File: config.mk
export PLATFORM = sky130hd
export DESIGN_NAME = if_id_buffer_flat
export DESIGN_NICKNAME = d
export VERILOG_FILES = /design/src/rtl/if_id_buffer_if.sv /design/src/rtl/if_id_buffer.sv /design/src/flat_wrapper.sv
export SDC_FILE = /design/constraint.sdc
export NUM_CORES = 1
export LEC_CHECK = 0
export CAP_MARGIN = 15
export CORE_MARGIN = 3
export CORE_UTILIZATION = 44
export DETAILED_ROUTE_END_ITERATION = 12
export GPL_TIMING_DRIVEN = 0
export PLACE_DENSITY = 0.84
export SYNTH_ARGS = -nofsm -noshare
export SYNTH_HDL_FRONTEND = slang
export SYNTH_SLANG_ARGS = --single-unit
File: constraint.sdc
create_clock -name clk -period 1.67 [get_ports clk]
set_input_delay 0.334 -clock clk [delete_from_list [all_inputs] [get_ports clk]]
set_output_delay 0.334 -clock clk [all_outputs]
set_load 0.1 [all_outputs]
File: src/rtl/if_id_buffer_if.sv
// Fetch-to-decode bundle for the IF/ID buffer: the fetch word, hazard controls
// and the assembled decode-side instruction bundle.
interface if_id_buffer_if;
  logic [15:0] instr_in;
  logic [15:0] pc_in;
  logic        in_valid;
  logic        stall;
  logic        flush;
  logic [15:0] instr_out;
  logic [15:0] imm_out;
  logic [15:0] pc_out;
  logic        two_word;
  logic        out_valid;
  logic        imm_pending;

  modport master (
    output instr_in, pc_in, in_valid, stall, flush,
    input  instr_out, imm_out, pc_out, two_word, out_valid, imm_pending
  );

  modport slave (
    input  instr_in, pc_in, in_valid, stall, flush,
    output instr_out, imm_out, pc_out, two_word, out_valid, imm_pending
  );
endinterface

File: src/rtl/if_id_buffer.sv
// IF/ID pipeline register that joins opcode+immediate word pairs into one
// decode bundle, honouring hazard stalls and jump flushes.
module if_id_buffer #(
  parameter int          IMM_BIT  = 15,
  parameter logic [15:0] NOP_WORD = 16'h0000
) (
  input logic           clk,
  input logic           rst,
  if_id_buffer_if.slave bus
);

  typedef enum logic {S_OP, S_IMM} state_t;

  state_t      state_q, state_d;
  logic [15:0] hold_instr_q, hold_instr_d;
  logic [15:0] hold_pc_q, hold_pc_d;
  logic [15:0] instr_out_q, instr_out_d;
  logic [15:0] imm_out_q, imm_out_d;
  logic [15:0] pc_out_q, pc_out_d;
  logic        two_word_q, two_word_d;
  logic        out_valid_q, out_valid_d;
  logic        imm_pending_q, imm_pending_d;

  always_comb begin
    // NOTE: every _d starts as its _q so unassigned paths hold state instead of inferring latches.
    state_d      = state_q;
    hold_instr_d = hold_instr_q;
    hold_pc_d    = hold_pc_q;
    instr_out_d  = instr_out_q;
    imm_out_d    = imm_out_q;
    pc_out_d     = pc_out_q;
    two_word_d   = two_word_q;
    out_valid_d  = out_valid_q;

    if (bus.flush) begin
      // Hold registers are left alone; they are rewritten before next use.
      state_d     = S_OP;
      out_valid_d = 1'b0;
      instr_out_d = NOP_WORD;
      two_word_d  = 1'b0;
      imm_out_d   = 16'h0000;
    end else if (bus.stall) begin
      // Fetch holds its PC on the same stall, so nothing needs capturing.
    end else if (!bus.in_valid) begin
      out_valid_d = 1'b0;
      instr_out_d = NOP_WORD;
    end else begin
      unique case (state_q)
        S_OP: begin
          if (bus.instr_in[IMM_BIT]) begin
            hold_instr_d = bus.instr_in;
            hold_pc_d    = bus.pc_in;
            out_valid_d  = 1'b0;
            instr_out_d  = NOP_WORD;
            state_d      = S_IMM;
          end else begin
            instr_out_d = bus.instr_in;
            pc_out_d    = bus.pc_in;
            imm_out_d   = 16'h0000;
            two_word_d  = 1'b0;
            out_valid_d = 1'b1;
          end
        end
        S_IMM: begin
          // The immediate word is raw data; its IMM_BIT is not interpreted.
          instr_out_d = hold_instr_q;
          pc_out_d    = hold_pc_q;
          imm_out_d   = bus.instr_in;
          two_word_d  = 1'b1;
          out_valid_d = 1'b1;
          state_d     = S_OP;
        end
        default: state_d = S_OP;
      endcase
    end

    imm_pending_d = (state_d == S_IMM);
  end

  always_ff @(posedge clk or negedge rst) begin
    if (!rst) begin
      state_q       <= S_OP;
      hold_instr_q  <= 16'h0000;
      hold_pc_q     <= 16'h0000;
      instr_out_q   <= NOP_WORD;
      imm_out_q     <= 16'h0000;
      pc_out_q      <= 16'h0000;
      two_word_q    <= 1'b0;
      out_valid_q   <= 1'b0;
      imm_pending_q <= 1'b0;
    end else begin
      // NOTE: non-blocking assignments so every flop samples pre-edge values.
      state_q       <= state_d;
      hold_instr_q  <= hold_instr_d;
      hold_pc_q     <= hold_pc_d;
      instr_out_q   <= instr_out_d;
      imm_out_q     <= imm_out_d;
      pc_out_q      <= pc_out_d;
      two_word_q    <= two_word_d;
      out_valid_q   <= out_valid_d;
      imm_pending_q <= imm_pending_d;
    end
  end

  assign bus.instr_out   = instr_out_q;
  assign bus.imm_out     = imm_out_q;
  assign bus.pc_out      = pc_out_q;
  assign bus.two_word    = two_word_q;
  assign bus.out_valid   = out_valid_q;
  assign bus.imm_pending = imm_pending_q;

endmodule

File: src/flat_wrapper.sv
// flat-port wrapper written by rule: the top's interface ports become plain ports
module if_id_buffer_flat 
#(
  parameter int          IMM_BIT  = 15,
  parameter logic [15:0] NOP_WORD = 16'h0000
)
  (clk, rst, bus_instr_in, bus_pc_in, bus_in_valid, bus_stall, bus_flush, bus_instr_out, bus_imm_out, bus_pc_out, bus_two_word, bus_out_valid, bus_imm_pending);
  if_id_buffer_if bus_i ();
  input logic clk;
  input logic rst;
  input wire logic [$bits(bus_i.instr_in)-1:0] bus_instr_in;
  input wire logic [$bits(bus_i.pc_in)-1:0] bus_pc_in;
  input wire logic [$bits(bus_i.in_valid)-1:0] bus_in_valid;
  input wire logic [$bits(bus_i.stall)-1:0] bus_stall;
  input wire logic [$bits(bus_i.flush)-1:0] bus_flush;
  output wire logic [$bits(bus_i.instr_out)-1:0] bus_instr_out;
  output wire logic [$bits(bus_i.imm_out)-1:0] bus_imm_out;
  output wire logic [$bits(bus_i.pc_out)-1:0] bus_pc_out;
  output wire logic [$bits(bus_i.two_word)-1:0] bus_two_word;
  output wire logic [$bits(bus_i.out_valid)-1:0] bus_out_valid;
  output wire logic [$bits(bus_i.imm_pending)-1:0] bus_imm_pending;
  assign bus_i.instr_in = bus_instr_in;
  assign bus_i.pc_in = bus_pc_in;
  assign bus_i.in_valid = bus_in_valid;
  assign bus_i.stall = bus_stall;
  assign bus_i.flush = bus_flush;
  assign bus_instr_out = bus_i.instr_out;
  assign bus_imm_out = bus_i.imm_out;
  assign bus_pc_out = bus_i.pc_out;
  assign bus_two_word = bus_i.two_word;
  assign bus_out_valid = bus_i.out_valid;
  assign bus_imm_pending = bus_i.imm_pending;
  if_id_buffer #(.IMM_BIT(IMM_BIT), .NOP_WORD(NOP_WORD)) u_core (.clk(clk), .rst(rst), .bus(bus_i));
endmodule
**Word level (Yosys, flattened, before mapping)**

Index checks and enable logic that the tools add are counted.

- Register bits after elaboration: 83
- Output and inout bits: 51
- Logic and storage cells: 46

- Equality and inequality tests: 3
- Multiplexer cells: 27
- Bitwise operators: 3
- Reduce and logical (&&, ||, !) cells: 5

Operators by type and width:

| operator | count |
|---|---|
| 2-to-1 mux 16 bit | 8 |
| one-hot mux 16 bit (2 select lines) | 3 |
| 2-to-1 mux 15 bit | 1 |
| 2-to-1 mux 1 bit | 12 |
| one-hot mux 1 bit (2 select lines) | 3 |
| AND reduction 5 bit | 1 |
| AND reduction 4 bit | 1 |
| != test 3 bit (second input constant) | 1 |
| NOT 1 bit | 3 |
| AND reduction 3 bit | 1 |
| != test 2 x 1 -> 1 bit (second input constant) | 1 |
| != test 2 bit (second input constant) | 1 |
| AND reduction 2 bit | 1 |
| nonzero test 2 bit | 1 |

**Longest topological paths before layout**

Gate-level depths: netlist of run 1.

- Depth in word-level cells: 5
- Depth in mapped cells: 6

**Least setup slack after synthesis of run 1**

No wires, ideal clock.

- Path type: register -> register
- Start point: register u_core.state_q
- End point: register u_core.pc_out_q[10], in the netlist u_core.bus.pc_out[10]
- Arrival: 2.203 ns
- Path slack: -0.659 ns
- Cell stages (with the launch flop): 5
- Buffers on the path: 2
- Cells stage by stage: dfrtp_1 -> clkbuf_1 -> clkbuf_1 -> mux2_2 -> mux2_2

- Longest elaborated chain between the ends: 3
- Elaborated cells between the ends (all ways): 4
- Those cells by class: eq/ne (1); mux (1); bitwise (1); reduce/logical (1)

RTL lines:

| element | RTL line | RTL |
|---|---|---|
| start: declaration | if_id_buffer.sv:14 | `state_t state_q, state_d;` |
| start signal: assignment | if_id_buffer.sv:93 | `state_q <= state_d;` |
| NOT 1 bit (no line) | n/a |  |
| != test 2 bit (no line) | n/a |  |
| AND reduction 4 bit (no line) | n/a |  |
| end signal: assignment | if_id_buffer.sv:98 | `pc_out_q <= pc_out_d;` |
| end: declaration | if_id_buffer.sv:19 | `logic [15:0] pc_out_q, pc_out_d;` |

Several ways; a longest one is shown, not always the timed one.
A chain may end at the register's enable or synchronous reset.

**Worst setup path after layout of run 1**

- Start point: input port bus_stall
- End point: register u_core.pc_out_q[8], in the netlist u_core.bus.pc_out[8]

- Longest elaborated chain between the ends: 2

RTL lines:

| element | RTL line | RTL |
|---|---|---|
| start: declaration | flat_wrapper.sv:14 | `input wire logic [$bits(bus_i.stall)-1:0] bus_stall;` |
| NOT 1 bit (no line) | n/a |  |
| AND reduction 4 bit (no line) | n/a |  |

Every way passes these cells.

==> results of run 1 <==
-- cell type report --
type | instances | area, um2
Buffer | 15 | 150
Clock buffer | 10 | 138
Clock inverter | 6 | 71.3
Fill cell | 546 | 2390
Multi-Input combinational cell | 140 | 1370
Sequential cell | 83 | 2080
Tap cell | 99 | 124
Timing Repair Buffer | 101 | 1120
-- state kept, by name, summed over array words and instances, names as in the netlist --
register,cells
u_core.hold_instr_q,16
u_core.bus.two_word,1
u_core.bus.pc_out,16
u_core.bus.instr_out,16
u_core.bus.out_valid,1
u_core.state_q,1
u_core.hold_pc_q,16
u_core.bus.imm_out,16
-- power breakdown --
| part | switching (mW) | leakage, nW | internal (mW) |
|---|---|---|---|
| combinational | 1.29 | 1.21 | 0.704 |
| sequential | 0.175 | 1.06 | 2.32 |
| clock | 0.752 | 0.0995 | 0.745 |
| total | 2.21 | 2.37 | 3.76 |
-- final timing paths --
path                                         start  cells after the start                 endpoint
min reg2reg                u_core.hold_instr_q[15]                      1  u_core.hold_instr_q[15]
max reg2reg                         u_core.state_q                      4      u_core.hold_pc_q[1]
max                                      bus_stall                      8     u_core.bus.pc_out[8]
min                                      bus_flush                      3    u_core.bus.imm_out[6]
min in group asynchronous                      rst                      2    u_core.bus.imm_out[7]
max in group asynchronous                      rst                      3           u_core.state_q
-- per-layer routing --
layer	track usage (%)	vias to the layer above
met4	5.05	0
met3	6.14	6
met2	31.8	80
met1	27.4	1219
met5	0	-
li1	-	1088
-- cells in the mapped netlist --
library cell / n / area, um2
a21o_1: 1 / 7.51
a21oi_1: 2 / 10.0
a22o_1: 17 / 149
a22oi_1: 14 / 105
and3b_1: 1 / 8.76
buf_1: 2 / 7.51
buf_2: 3 / 15.0
buf_4: 1 / 7.51
buf_6: 4 / 45.0
clkbuf_1: 8 / 30.0
dfrtp_1: 83 / 2080
mux2_2: 34 / 383
mux2_4: 29 / 435
nand2_1: 17 / 63.8
nand2b_1: 3 / 18.8
nor2_1: 1 / 3.75
nor2b_1: 2 / 12.5
nor3b_1: 1 / 7.51
o21a_1: 1 / 7.51
o21ai_0: 15 / 75.1
or2_1: 1 / 6.26
or3b_1: 1 / 8.76
-- critical path, stage by stage --
cell and delay [ns]:
clkdlybuf4s15_1 0.19, or3b_1 0.38, buf_6 0.13, buf_4 0.13, nand2b_4 0.14, buf_8 0.13, buf_12 0.13, mux2_4 0.30
-- metrics by stage --
stage	power [mW]	setup WS [ns]	util, %	instance area [um2]	std cells
4_1_cts	6.05	-0.0874	68.6	5110	456
2_1_floorplan	3.97	-0.173	-	3570	241
5_1_grt	6.25	-0.00658	67.8	5050	454
3_3_place_gp	4.46	-3.14	61.3	4560	427
3_5_place_dp	4.51	-0.681	61.5	4580	428
6_report	5.98	0.0252	67.8	5050	454
-- logic make-up after synthesis --
group | synth area share, %
buf+inv | 3.02
flops | 59.6
simple gates | 3.73
mux | 23.5
compound gates | 10.2
-- repair_timing --
| item | in CTS | in global routing |
|---|---|---|
| gates cloned | 4 | 0 |
| pin swaps | 2 | 2 |
| setup buffers | 8 | 0 |
| endpoints found under the setup margin | 121 | 80 |
| gates resized for setup | 181 | 17 |
| hold endpoints to repair | 41 | 0 |
| hold buffers | 1 | 0 |
==> flow_metrics.tcl, run 1 <==
set metrics [dict create \
    p_per_area_nw_per_um2 1180 \
    io_buffer_count 87 \
    avgSynthCellArea_um2 14.5 \
    path_max_fanout 5 \
    vias 2393 \
    wl_mm 8.18 \
    wl_per_cell_um 18.0 \
    antennaDiodeCount 0 \
    status "completed" \
    rrSetupSlack_ns 0.05 \
    grt_max_degree 43 \
    final_cell_mix "82 x dfrtp_1, 39 x mux2_4, 39 x clkdlybuf4s15_2" \
    top_layer_used "met4" \
    die-area_um2 9020 \
    synthCells 241 \
    insertion_delay_ns 0.34 \
    grt_overflow_total 0 \
    synth_nets 278 \
    worstMarginPinSlew_ns 0.568 \
    met3_length_um 484 \
    core-area_um2 7450 \
    skew_ns 0.00686 \
    drt_iter0_markers 100 \
    met1_length_mm 3.69 \
    drv_slew 0 \
    layout_commonest_cell "dfrtp_1" \
    min_period_ns 1.64 \
    fin_hold_ws_ns 0.466 \
    yosysWarnings 0 \
    hpwl_mm 5.47 \
    cts_made_buffers 9 \
    dr_wl_met2_mm 3.94 \
    rsz0062_at_grt "true" \
    finalHoldViolCount 0 \
    detail-route-antenna-nets 0 \
    vias_per_cell 5.27 \
    cp.arrival_ns 1.88 \
    h-tree-depth 3 \
    final_layout_size_suffix_gt1_share_pct 45.9 \
    drv_cap 0 \
    syn_area_um2 3480 \
    fmax_ghz 0.608 \
    leakagePower_nw 2.37 \
    critPathLaunchType "primary input" \
    die_w_um 95.0 \
    io_pins 88 \
    syn_to_final_growth_pct 45.0 \
    drcViolationCount 0 \
    cts.sinks 83 \
    setup-violations-final 0 \
    initial_core_util_pct 46.8 \
    cts_root_buf "clkbuf_8" \
    finalWeightedCongestion 0.778 \
    cts_tree "yes" \
    antenna_found_initial 0 \
    path_class "in -> reg" \
    min_period_over_period_pct 98.5 \
    cp_data_required_time_ns 1.90 \
    slew_headroom_pct 62.3 \
    std_cell_rows 31 \
    clock_path_buffers 2 \
    fin_tns_setup_ns 0 \
    grt_pass1_wl_mm 13.8 \
    yosysSeqAreaShare_pct 59.6 \
    synth_cell_type_count 22 \
    peakVddDrop_mv 0.740 \
    endpoint_kind "flip-flop" \
    clk_pin_slew_ns 0.09 \
    fin_nets 387 \
    ys_ff_latch 83 \
    grt.total_usage_pct 20.2 \
    grt_pass1_vias 2662 \
    drtPass1Iterations 4 \
    worstHoldPathType "in -> reg" \
    die_height_um 95.0 \
]
(Power assumes the default switching activity.)
==> run 2: changes to the inputs <==
==> constraint.sdc (replaced) <==
create_clock -name clk -period 1.4 [get_ports clk]
set_input_delay 0.28 -clock clk [delete_from_list [all_inputs] [get_ports clk]]
set_output_delay 0.28 -clock clk [all_outputs]
set_load 0.01 [all_outputs]
==> run 2 against run 1 <==
  * Clock power is 20% higher
  * Sequential power is 19% higher
  * First-iteration DRC count is 27% lower
  * Final area is 1.6% higher
  * Largest cell class unchanged
  * Highest routed layer unchanged
  * The flow now finishes with violations (negative setup slack)
==> flow_metrics.tcl, run 2 (synthesis results as in run 1) <==
set metrics [dict create \
    cp.arrival_ns 1.88 \
    io_pins 88 \
    setup-violations-final 75 \
    fillers 551 \
    final_layout_size_suffix_gt1_share_pct 34.2 \
    fin_nets 395 \
    grt_pass1_vias 2699 \
    wl_per_cell_um 18.6 \
    cts_made_buffers 9 \
    io_buffer_count 87 \
    grt_pass1_wl_mm 14.2 \
    worstHoldPathType "in -> reg" \
    drt_iter0_markers 73 \
    peakVddDrop_mv 0.900 \
    grt_overflow_total 0 \
    detail-route-antenna-nets 0 \
    critPathLaunchType "flip-flop" \
    h-tree-depth 3 \
    cts_root_buf "clkbuf_8" \
    failed_checks "negative setup slack" \
    p_switching_mw 1.57 \
    min_period_over_period_pct 117 \
    drv_slew 0 \
    register_area_um2 2080 \
    drcViolationCount 0 \
    vias_per_cell 5.19 \
    die_height_um 95.0 \
    die_w_um 95.0 \
    p_per_area_nw_per_um2 1190 \
    internal_power_mw 4.55 \
    slew_headroom_pct 63.3 \
    endpoint_kind "flip-flop" \
    min_period_ns 1.64 \
    worstMarginPinSlew_ns 0.551 \
    vias 2397 \
    skew_ns 0.0110 \
    cp_data_required_time_ns 1.64 \
    cts.sinks 83 \
    clkPwrFrac_pct 29.4 \
    finalWeightedCongestion 0.724 \
    fmax_ghz 0.612 \
    die-area_um2 9020 \
    rsz0062_at_grt "true" \
    status "finished, violations left" \
    path_max_fanout 7 \
    layout_commonest_cell "dfrtp_1" \
    wl_mm 8.61 \
    std_cell_rows 31 \
    path_class "reg -> reg" \
    fin_tns_setup_ns -10.34 \
    grt.total_usage_pct 20.7 \
    finalHoldViolCount 0 \
    hpwl_mm 5.54 \
    leakagePower_nw 2.63 \
    drtPass1Iterations 4 \
    final_cell_mix "83 x dfrtp_1, 50 x dlygate4sd2_1, 45 x mux2_4" \
    comb_power_share_pct 22.0 \
    antennaDiodeCount 0 \
    clk_pin_slew_ns 0.09 \
    swShare_pct 25.6 \
    initial_core_util_pct 46.8 \
    clock_path_buffers 2 \
    place_area_um2 4550 \
    cts_tree "yes" \
    antenna_found_initial 0 \
    drv_cap 0 \
    pwr-share-seq_pct 48.6 \
    insertion_delay_ns 0.35 \
    syn_to_final_growth_pct 47.3 \
    fin_area_um2 5130 \
    core-area_um2 7450 \
    grt_max_degree 59 \
    worst_slack_ns -0.235 \
    multi_input_area_um2 1400 \
]
-- run 2: changes by cell type in the layout (fill, tap and decap cells not counted), sizes merged --
cell / delta
clkdlybuf4s15: -39
clkbuf: +2
inv: -1
dlygate4sd2: +49
dlymetal6s2s: -1
buf: +6
clkdlybuf4s50: +1
clkdlybuf4s18: -9
-- run 2: worst paths after layout --
| kind | from | to | slack, ns | cells past startpoint |
|---|---|---|---|---|
| max | u_core.state_q | u_core.hold_pc_q[1] | -0.24 | 6 |
| min | bus_stall | u_core.state_q | 0.32 | 3 |
| max reg2reg | u_core.state_q | u_core.hold_pc_q[1] | -0.24 | 6 |
| min reg2reg | u_core.bus.instr_out[8] | u_core.bus.instr_out[8] | 0.48 | 2 |
| max in group asynchronous | rst | u_core.bus.imm_out[5] | 0.42 | 3 |
| min in group asynchronous | rst | u_core.bus.pc_out[11] | 0.37 | 2 |
-- run 2: power groups by stage --
stage	combinational [mW]	clock, mW	sequential, mW
floorplan	0.599	0	3.03
detailed placement	1.27	0	3.00
global placement	1.22	0	2.98
global route	1.44	1.96	3.01
finish	1.34	1.80	2.97
CTS	1.34	1.82	2.97
-- run 2: worst max-delay path: stages (launching register included) --
cell and delay [ns]:
dfrtp_1 0.40, clkbuf_8 0.14, nand2b_4 0.14, or2_4 0.24, buf_12 0.15, clkbuf_16 0.16, mux2_4 0.29
-- run 2: layout make-up --
| type | count | area share (%) |
|---|---|---|
| Clock buffer | 11 | 2.95 |
| Timing Repair Buffer | 108 | 21.6 |
| Clock inverter | 5 | 1.15 |
| Tap cell | 99 | 2.41 |
| Buffer | 16 | 4.29 |
| Multi-Input combinational cell | 140 | 27.2 |
| Sequential cell | 83 | 40.5 |
-- run 2: timing repair --
action,CTS,global route
cloned,4,1
gates resized for setup,119,7
buffers inserted,13,2
hold endpoints to repair,25,0
pin swaps,19,1
endpoints found under the setup margin,130,78
hold buffers,1,0
-- run 2: metrics by stage --
step                hold WS (ns)  std cells  power, mW  setup WS (ns)  utilization [%]
detailed placement         0.217        428       4.27         -0.857             61.0
floorplan                -0.0156        241       3.63         -0.274                -
finish                     0.324        462       6.12         -0.235             68.9
global route               0.329        462       6.42         -0.263             68.9
global placement           0.456        427       4.20          -2.86             60.7
CTS                        0.318        460       6.13         -0.224             68.4
-- run 2: per-layer routing --
layer | up-vias | track usage (%) | share of wire, %
met5 | - | 0 | 0
met1 | 1212 | 26.8 | 43
met3 | 8 | 5.10 | 6.0
met2 | 72 | 33.8 | 50
li1 | 1105 | - | -
met4 | 0 | 7.33 | 1.0
